**src/rtl/spi_rd_master.sv**
```systemverilog
// spi_rd_master: host-side mode-0 SPI read controller.
// Each transaction: flush pulse (cs_n high), 5-bit address MSB-first, 16 data bits in from sdo.
module spi_rd_master #(
    parameter int unsigned CLK_DIV = 4  // sck half-period in clk cycles, must be >= 2
) (
    input  logic        clk,
    input  logic        rst,
    input  logic        start,
    input  logic [4:0]  addr_i,
    output logic        busy,
    output logic        done,
    output logic [15:0] data_o,
    output logic        err_o,
    output logic        sck,
    output logic        cs_n,
    output logic        sdi,
    input  logic        sdo,
    input  logic        err_flag_i
);

    localparam int unsigned DivW = (CLK_DIV > 1) ? $clog2(CLK_DIV) : 1;
    localparam logic [DivW-1:0] DivMax = DivW'(CLK_DIV - 1);

    typedef enum logic [2:0] {
        StIdle,
        StFlush,
        StSetup,
        StShift,
        StHold,
        StDone
    } state_e;

    state_e          state_q, state_d;
    logic [DivW-1:0] div_q, div_d;
    logic [4:0]      k_q, k_d;
    logic [4:0]      addr_q, addr_d;
    logic [15:0]     shreg_q, shreg_d;
    logic            err_cap_q, err_cap_d;
    logic            sck_q, sck_d;
    logic            cs_n_q, cs_n_d;
    logic            sdi_q, sdi_d;
    logic            busy_q, busy_d;
    logic            done_q, done_d;
    logic [15:0]     data_q, data_d;
    logic            err_q, err_d;
    logic            wrap;

    // Every divider wrap is an sck half-period boundary.
    assign wrap = (div_q == DivMax);

    // Next-state logic: phase sequencing, sck/sdi generation and sdo capture.
    always_comb begin
        state_d   = state_q;
        div_d     = wrap ? '0 : div_q + 1'b1;
        k_d       = k_q;
        addr_d    = addr_q;
        shreg_d   = shreg_q;
        err_cap_d = err_cap_q;
        sck_d     = sck_q;
        cs_n_d    = cs_n_q;
        sdi_d     = sdi_q;
        busy_d    = busy_q;
        done_d    = 1'b0;
        data_d    = data_q;
        err_d     = err_q;

        unique case (state_q)
            StIdle: begin
                div_d = '0;
                k_d   = '0;
                if (start) begin
                    // Accept edge also launches the flush rising edge.
                    addr_d  = addr_i;
                    state_d = StFlush;
                    busy_d  = 1'b1;
                    sck_d   = 1'b1;
                end
            end
            StFlush: begin
                if (wrap) begin
                    if (sck_q) begin
                        sck_d = 1'b0;
                    end else begin
                        state_d = StSetup;
                        cs_n_d  = 1'b0;
                    end
                end
            end
            StSetup: begin
                if (wrap) begin
                    state_d = StShift;
                    sck_d   = 1'b1;
                    k_d     = 5'd1;
                end
            end
            StShift: begin
                if (wrap) begin
                    if (sck_q) begin
                        // Falling edge: present the address bit for the next rising edge.
                        sck_d = 1'b0;
                        case (k_q)
                            5'd1:    sdi_d = addr_q[4];
                            5'd2:    sdi_d = addr_q[3];
                            5'd3:    sdi_d = addr_q[2];
                            5'd4:    sdi_d = addr_q[1];
                            5'd5:    sdi_d = addr_q[0];
                            default: sdi_d = 1'b0;
                        endcase
                    end else if (k_q == 5'd24) begin
                        state_d = StHold;
                    end else begin
                        // Rising edge k_q+1: sample what the slave presented before it.
                        sck_d = 1'b1;
                        k_d   = k_q + 5'd1;
                        if (k_q >= 5'd8) begin
                            shreg_d = {shreg_q[14:0], sdo};
                        end
                        if (k_q == 5'd23) begin
                            err_cap_d = err_flag_i;
                        end
                    end
                end
            end
            StHold: begin
                if (wrap) begin
                    state_d = StDone;
                    cs_n_d  = 1'b1;
                    done_d  = 1'b1;
                    data_d  = shreg_q;
                    err_d   = err_cap_q;
                end
            end
            StDone: begin
                state_d = StIdle;
                busy_d  = 1'b0;
                k_d     = '0;
                div_d   = '0;
            end
            default: begin
                state_d = StIdle;
            end
        endcase
    end

    // State and registered outputs, synchronous reset.
    always_ff @(posedge clk) begin
        if (rst) begin
            state_q   <= StIdle;
            div_q     <= '0;
            k_q       <= '0;
            addr_q    <= '0;
            shreg_q   <= '0;
            err_cap_q <= 1'b0;
            sck_q     <= 1'b0;
            cs_n_q    <= 1'b1;
            sdi_q     <= 1'b0;
            busy_q    <= 1'b0;
            done_q    <= 1'b0;
            data_q    <= '0;
            err_q     <= 1'b0;
        end else begin
            state_q   <= state_d;
            div_q     <= div_d;
            k_q       <= k_d;
            addr_q    <= addr_d;
            shreg_q   <= shreg_d;
            err_cap_q <= err_cap_d;
            sck_q     <= sck_d;
            cs_n_q    <= cs_n_d;
            sdi_q     <= sdi_d;
            busy_q    <= busy_d;
            done_q    <= done_d;
            data_q    <= data_d;
            err_q     <= err_d;
        end
    end

    assign busy   = busy_q;
    assign done   = done_q;
    assign data_o = data_q;
    assign err_o  = err_q;
    assign sck    = sck_q;
    assign cs_n   = cs_n_q;
    assign sdi    = sdi_q;

endmodule

```
**config.mk**
```make
export PLATFORM = sky130hd
export DESIGN_NAME = spi_rd_master
export DESIGN_NICKNAME = d
export VERILOG_FILES = /design/src/rtl/spi_rd_master.sv
export SDC_FILE = /design/constraint.sdc
export NUM_CORES = 1
export LEC_CHECK = 0
export ABC_AREA = 1
export BUFFER_PORTS_ARGS = -buffer_cell sky130_fd_sc_hd__buf_2
export CAP_MARGIN = 40
export CORE_UTILIZATION = 50
export CTS_CLUSTER_DIAMETER = 200
export DETAILED_ROUTE_END_ITERATION = 6
export PLACE_DENSITY_LB_ADDON = 0.1
export SLEW_MARGIN = 15
export SYNTH_ARGS = -nofsm -noshare
export SYNTH_HDL_FRONTEND = slang
export SYNTH_SLANG_ARGS = --single-unit
```
**constraint.sdc**
```tcl
create_clock -name clk -period 4.7 [get_ports clk]
set_input_delay 0.235 -clock clk [delete_from_list [all_inputs] [get_ports clk]]
set_output_delay 0.235 -clock clk [all_outputs]
set_load 0.005 [all_outputs]
```
==> impl_metrics.xml <==
<?xml version="1.0" encoding="UTF-8"?>
<metrics>
  <group name="synth">
    <metric name="yosys.area.top_type_share" unit="%">43.2</metric>
    <metric name="synthesis_warnings" unit="">0</metric>
    <metric name="cell_type_with_the_largest_total_area_after_synthesis" unit="">sky130_fd_sc_hd__dfxtp_1</metric>
    <metric name="yosys_register_bits" unit="">54</metric>
    <metric name="netlist-cell-type-count" unit="">29</metric>
    <metric name="synth_fp_nets" unit="">365</metric>
    <metric name="synth_top_cells_by_area" unit="">sky130_fd_sc_hd__dfxtp_1 (43%), sky130_fd_sc_hd__nand2_1 (9.6%), sky130_fd_sc_hd__nor2_1 (8.3%)</metric>
    <metric name="syn_inst" unit="">350</metric>
    <metric name="synthesized_cell_area" unit="um2">2500</metric>
    <metric name="postSynthAreaPerCell" unit="um2">7.14</metric>
    <metric name="synth-seq-area-share" unit="%">43.2</metric>
  </group>
  <group name="critical_path">
    <metric name="timing.critical_path.buf_inv" unit="">0</metric>
    <metric name="crit_path_end_kind" unit="">register</metric>
    <metric name="critPathLaunchType" unit="">register</metric>
    <metric name="slowest_stage" unit="">sky130_fd_sc_hd__nand3_2</metric>
    <metric name="cp_top_family" unit="">simple AND/OR/NAND/NOR gates</metric>
    <metric name="setup.worst_path.class" unit="">reg2reg</metric>
    <metric name="critPathArrivalTime" unit="ps">1940</metric>
    <metric name="cpPeakStageDelay" unit="ps">480</metric>
    <metric name="critical_path_peak_fanout" unit="">36</metric>
    <metric name="required" unit="ps">4880</metric>
    <metric name="path_cells" unit="">nor2_4, nand3_2, o21ai_0, a21oi_1</metric>
  </group>
  <group name="global_route">
    <metric name="grt.busiest_layer" unit="">met2</metric>
    <metric name="vias_in_the_first_global_route" unit="">1753</metric>
    <metric name="met2_layer_usage_reported_by_global_route" unit="%">29.7</metric>
    <metric name="met1_usage" unit="%">26.3</metric>
    <metric name="grt_pass1_wl" unit="um">7870</metric>
    <metric name="groute.layer.met3.usage" unit="%">3.45</metric>
    <metric name="remaining_global_route_overflow" unit="">0</metric>
    <metric name="grt_usage" unit="%">19.1</metric>
    <metric name="antenna_found_initial" unit="">0</metric>
    <metric name="maximum_number_of_pins_on_one_net_before_global_route_repair" unit="">48</metric>
  </group>
  <group name="cells_and_area">
    <metric name="layout.filler_cells" unit="">487</metric>
    <metric name="fin_util" unit="%">57.8</metric>
    <metric name="layout.cells.most_common" unit="">sky130_fd_sc_hd__nand2_1</metric>
    <metric name="fin_cells" unit="">441</metric>
    <metric name="total_nets_final" unit="">388</metric>
    <metric name="final_area" unit="um2">2750</metric>
    <metric name="multiInputGateArea" unit="um2">1120</metric>
    <metric name="layout.cells.most_common_list" unit="">sky130_fd_sc_hd__nand2_1 (64), sky130_fd_sc_hd__nor2_1 (55), sky130_fd_sc_hd__dfxtp_1 (54)</metric>
    <metric name="antenna-diode-count" unit="">0</metric>
    <metric name="ff_latch_area" unit="um2">1080</metric>
    <metric name="flow.area_growth_from_synthesis" unit="%">9.86</metric>
    <metric name="final_layout_size_suffix_gt1_share" unit="%">14.7</metric>
  </group>
  <group name="sta">
    <metric name="achievable_freq" unit="GHz">0.569</metric>
    <metric name="worstMarginPinSlew" unit="ps">588</metric>
    <metric name="final.period_utilization" unit="%">37.4</metric>
    <metric name="finalWorstSetupSlack" unit="ps">2940</metric>
    <metric name="rsz0062_at_grt" unit="">no</metric>
    <metric name="finalSetupTns" unit="ps">0</metric>
    <metric name="timing.final.crit_period" unit="ps">1760</metric>
    <metric name="final.setup_skew" unit="ps">5.48</metric>
    <metric name="timing.hold.ws" unit="ps">184</metric>
    <metric name="max-slew-margin-rel" unit="%">60.8</metric>
    <metric name="final-max-slew-violation-count" unit="">0</metric>
    <metric name="finalSetupViolCount" unit="">0</metric>
    <metric name="timing.final.hold_violations" unit="">0</metric>
  </group>
  <group name="floorplanning">
    <metric name="floorplan.initialDensity" unit="%">52.6</metric>
    <metric name="fp_rows" unit="">25</metric>
    <metric name="floorplan.die_area" unit="um2">5290</metric>
    <metric name="chipWidth" unit="um">72.7</metric>
    <metric name="io-pin-count" unit="">32</metric>
    <metric name="die_height" unit="um">72.7</metric>
    <metric name="coreArea" unit="um2">4750</metric>
  </group>
  <group name="clocking">
    <metric name="max-clock-path-buffers" unit="">2</metric>
    <metric name="numCtsBuffers" unit="">5</metric>
    <metric name="cts.clk_slew.worst_paths" unit="ps">100</metric>
    <metric name="cts-htree-levels" unit="">2</metric>
    <metric name="postCtsSetupRepairBufs" unit="">0</metric>
    <metric name="cts-root-buf" unit="">sky130_fd_sc_hd__clkbuf_8</metric>
    <metric name="clkLatencyLatePin" unit="ps">310</metric>
    <metric name="numClockSinks" unit="">54</metric>
    <metric name="cts_tree" unit="">yes</metric>
    <metric name="cts_resized" unit="">0</metric>
    <metric name="ctsHoldBuffers" unit="">0</metric>
  </group>
  <group name="placement">
    <metric name="pre_cts_slack" unit="ps">2930</metric>
    <metric name="place.port_buffers" unit="">31</metric>
    <metric name="dpl_cell_area" unit="um2">2650</metric>
    <metric name="place_inst" unit="">433</metric>
    <metric name="gp_congestion" unit="">0.907</metric>
    <metric name="hpwl_after_detailed_placement" unit="um">3250</metric>
  </group>
  <group name="power">
    <metric name="clock_power_share" unit="%">23.5</metric>
    <metric name="leakage" unit="nW">1.32</metric>
    <metric name="power_switching_share" unit="%">36.8</metric>
    <metric name="internal-power" unit="mW">0.750</metric>
    <metric name="proportion_of_power_drawn_by_combinational_gates" unit="%">29.1</metric>
    <metric name="power.ir.vdd_worst" unit="uV">190</metric>
    <metric name="seq_power_share" unit="%">47.5</metric>
    <metric name="net-switching-power" unit="mW">0.436</metric>
    <metric name="power_density" unit="nW/um2">432</metric>
    <metric name="design_power_total" unit="mW">1.19</metric>
  </group>
  <group name="routing">
    <metric name="detail_route.iter0.violations" unit="">178</metric>
    <metric name="dr_total_vias" unit="">2122</metric>
    <metric name="finalWirelength" unit="um">4660</metric>
    <metric name="detail_route.wl_per_cell" unit="um">10.6</metric>
    <metric name="remaining_drc_errors" unit="">0</metric>
    <metric name="firstDrtPassIters" unit="">4</metric>
    <metric name="number_of_vias_per_cell_after_detailed_routing" unit="">4.81</metric>
    <metric name="final_antenna_net_count" unit="">0</metric>
  </group>
  <group name="outcome">
    <metric name="outcome" unit="">completed</metric>
  </group>
  <group name="run">
    <metric name="max_cap_violations" unit="">0</metric>
  </group>
  <group name="worst_hold_path">
    <metric name="hold_path_class" unit="">in2reg</metric>
  </group>
</metrics>
## power groups by stage
stage / Combinational (mW) / Sequential (mW) / Clock (mW)
4_1_cts: 0.347 / 0.563 / 0.288
3_3_place_gp: 0.341 / 0.571 / 0
2_1_floorplan: 0.312 / 0.539 / 0
5_1_grt: 0.400 / 0.572 / 0.306
3_5_place_dp: 0.345 / 0.574 / 0
6_report: 0.345 / 0.563 / 0.278
## cell usage after synthesis (all sizes together)
master    n
o2111ai   2
dfxtp    54
nor2     61
clkbuf    5
o21ai    26
nor3      2
nand2    66
and2      1
a31oi     1
or2       1
nand3b    2
nand3    24
inv      51
a21oi    33
buf      11
ha        5
nand4     5
## flip-flops by register name, summed over array words and instances, names as in the netlist, 2 cells and up
signal and cells:
data_o 16, shreg_q 16, addr_q 5, k_q 5, state_q 3, div_q 2
## cells by family (layout without fill, tap and decap cells)
logic type,Yosys count,after routing,share of synthesized area (%)
and+or+nand+nor,162,162,29.2
buffers and inverters,67,91,11.8
AOI/OAI and AO/OA,62,62,13.2
DFF,54,54,43.2
adders and majority gates,5,5,2.50
## area by class of cell
class / count / area share [%]
Multi-Input combinational cell: 229 / 40.9
Sequential cell: 54 / 39.4
Inverter: 51 / 7.15
Timing Repair Buffer: 32 / 5.92
Tap cell: 67 / 3.05
Clock buffer: 6 / 3.01
Clock inverter: 2 / 0.592
## routing by layer
metal / vias to the layer above / wire length [um]
li1: 1141 / -
met1: 925 / 2420
met2: 48 / 1930
met3: 8 / 240
met4: 0 / 73
met5: - / 0
## final timing paths
check	startpoint	end	slack (ps)	depth (start not counted)
max	state_q[0]	data_o[0]	2940	4
min	rst	state_q[2]	180	2
max reg2reg	state_q[0]	data_o[0]	2940	4
min reg2reg	div_q[0]	div_q[0]	430	1
No activity file was read; power rests on OpenSTA's default activity.
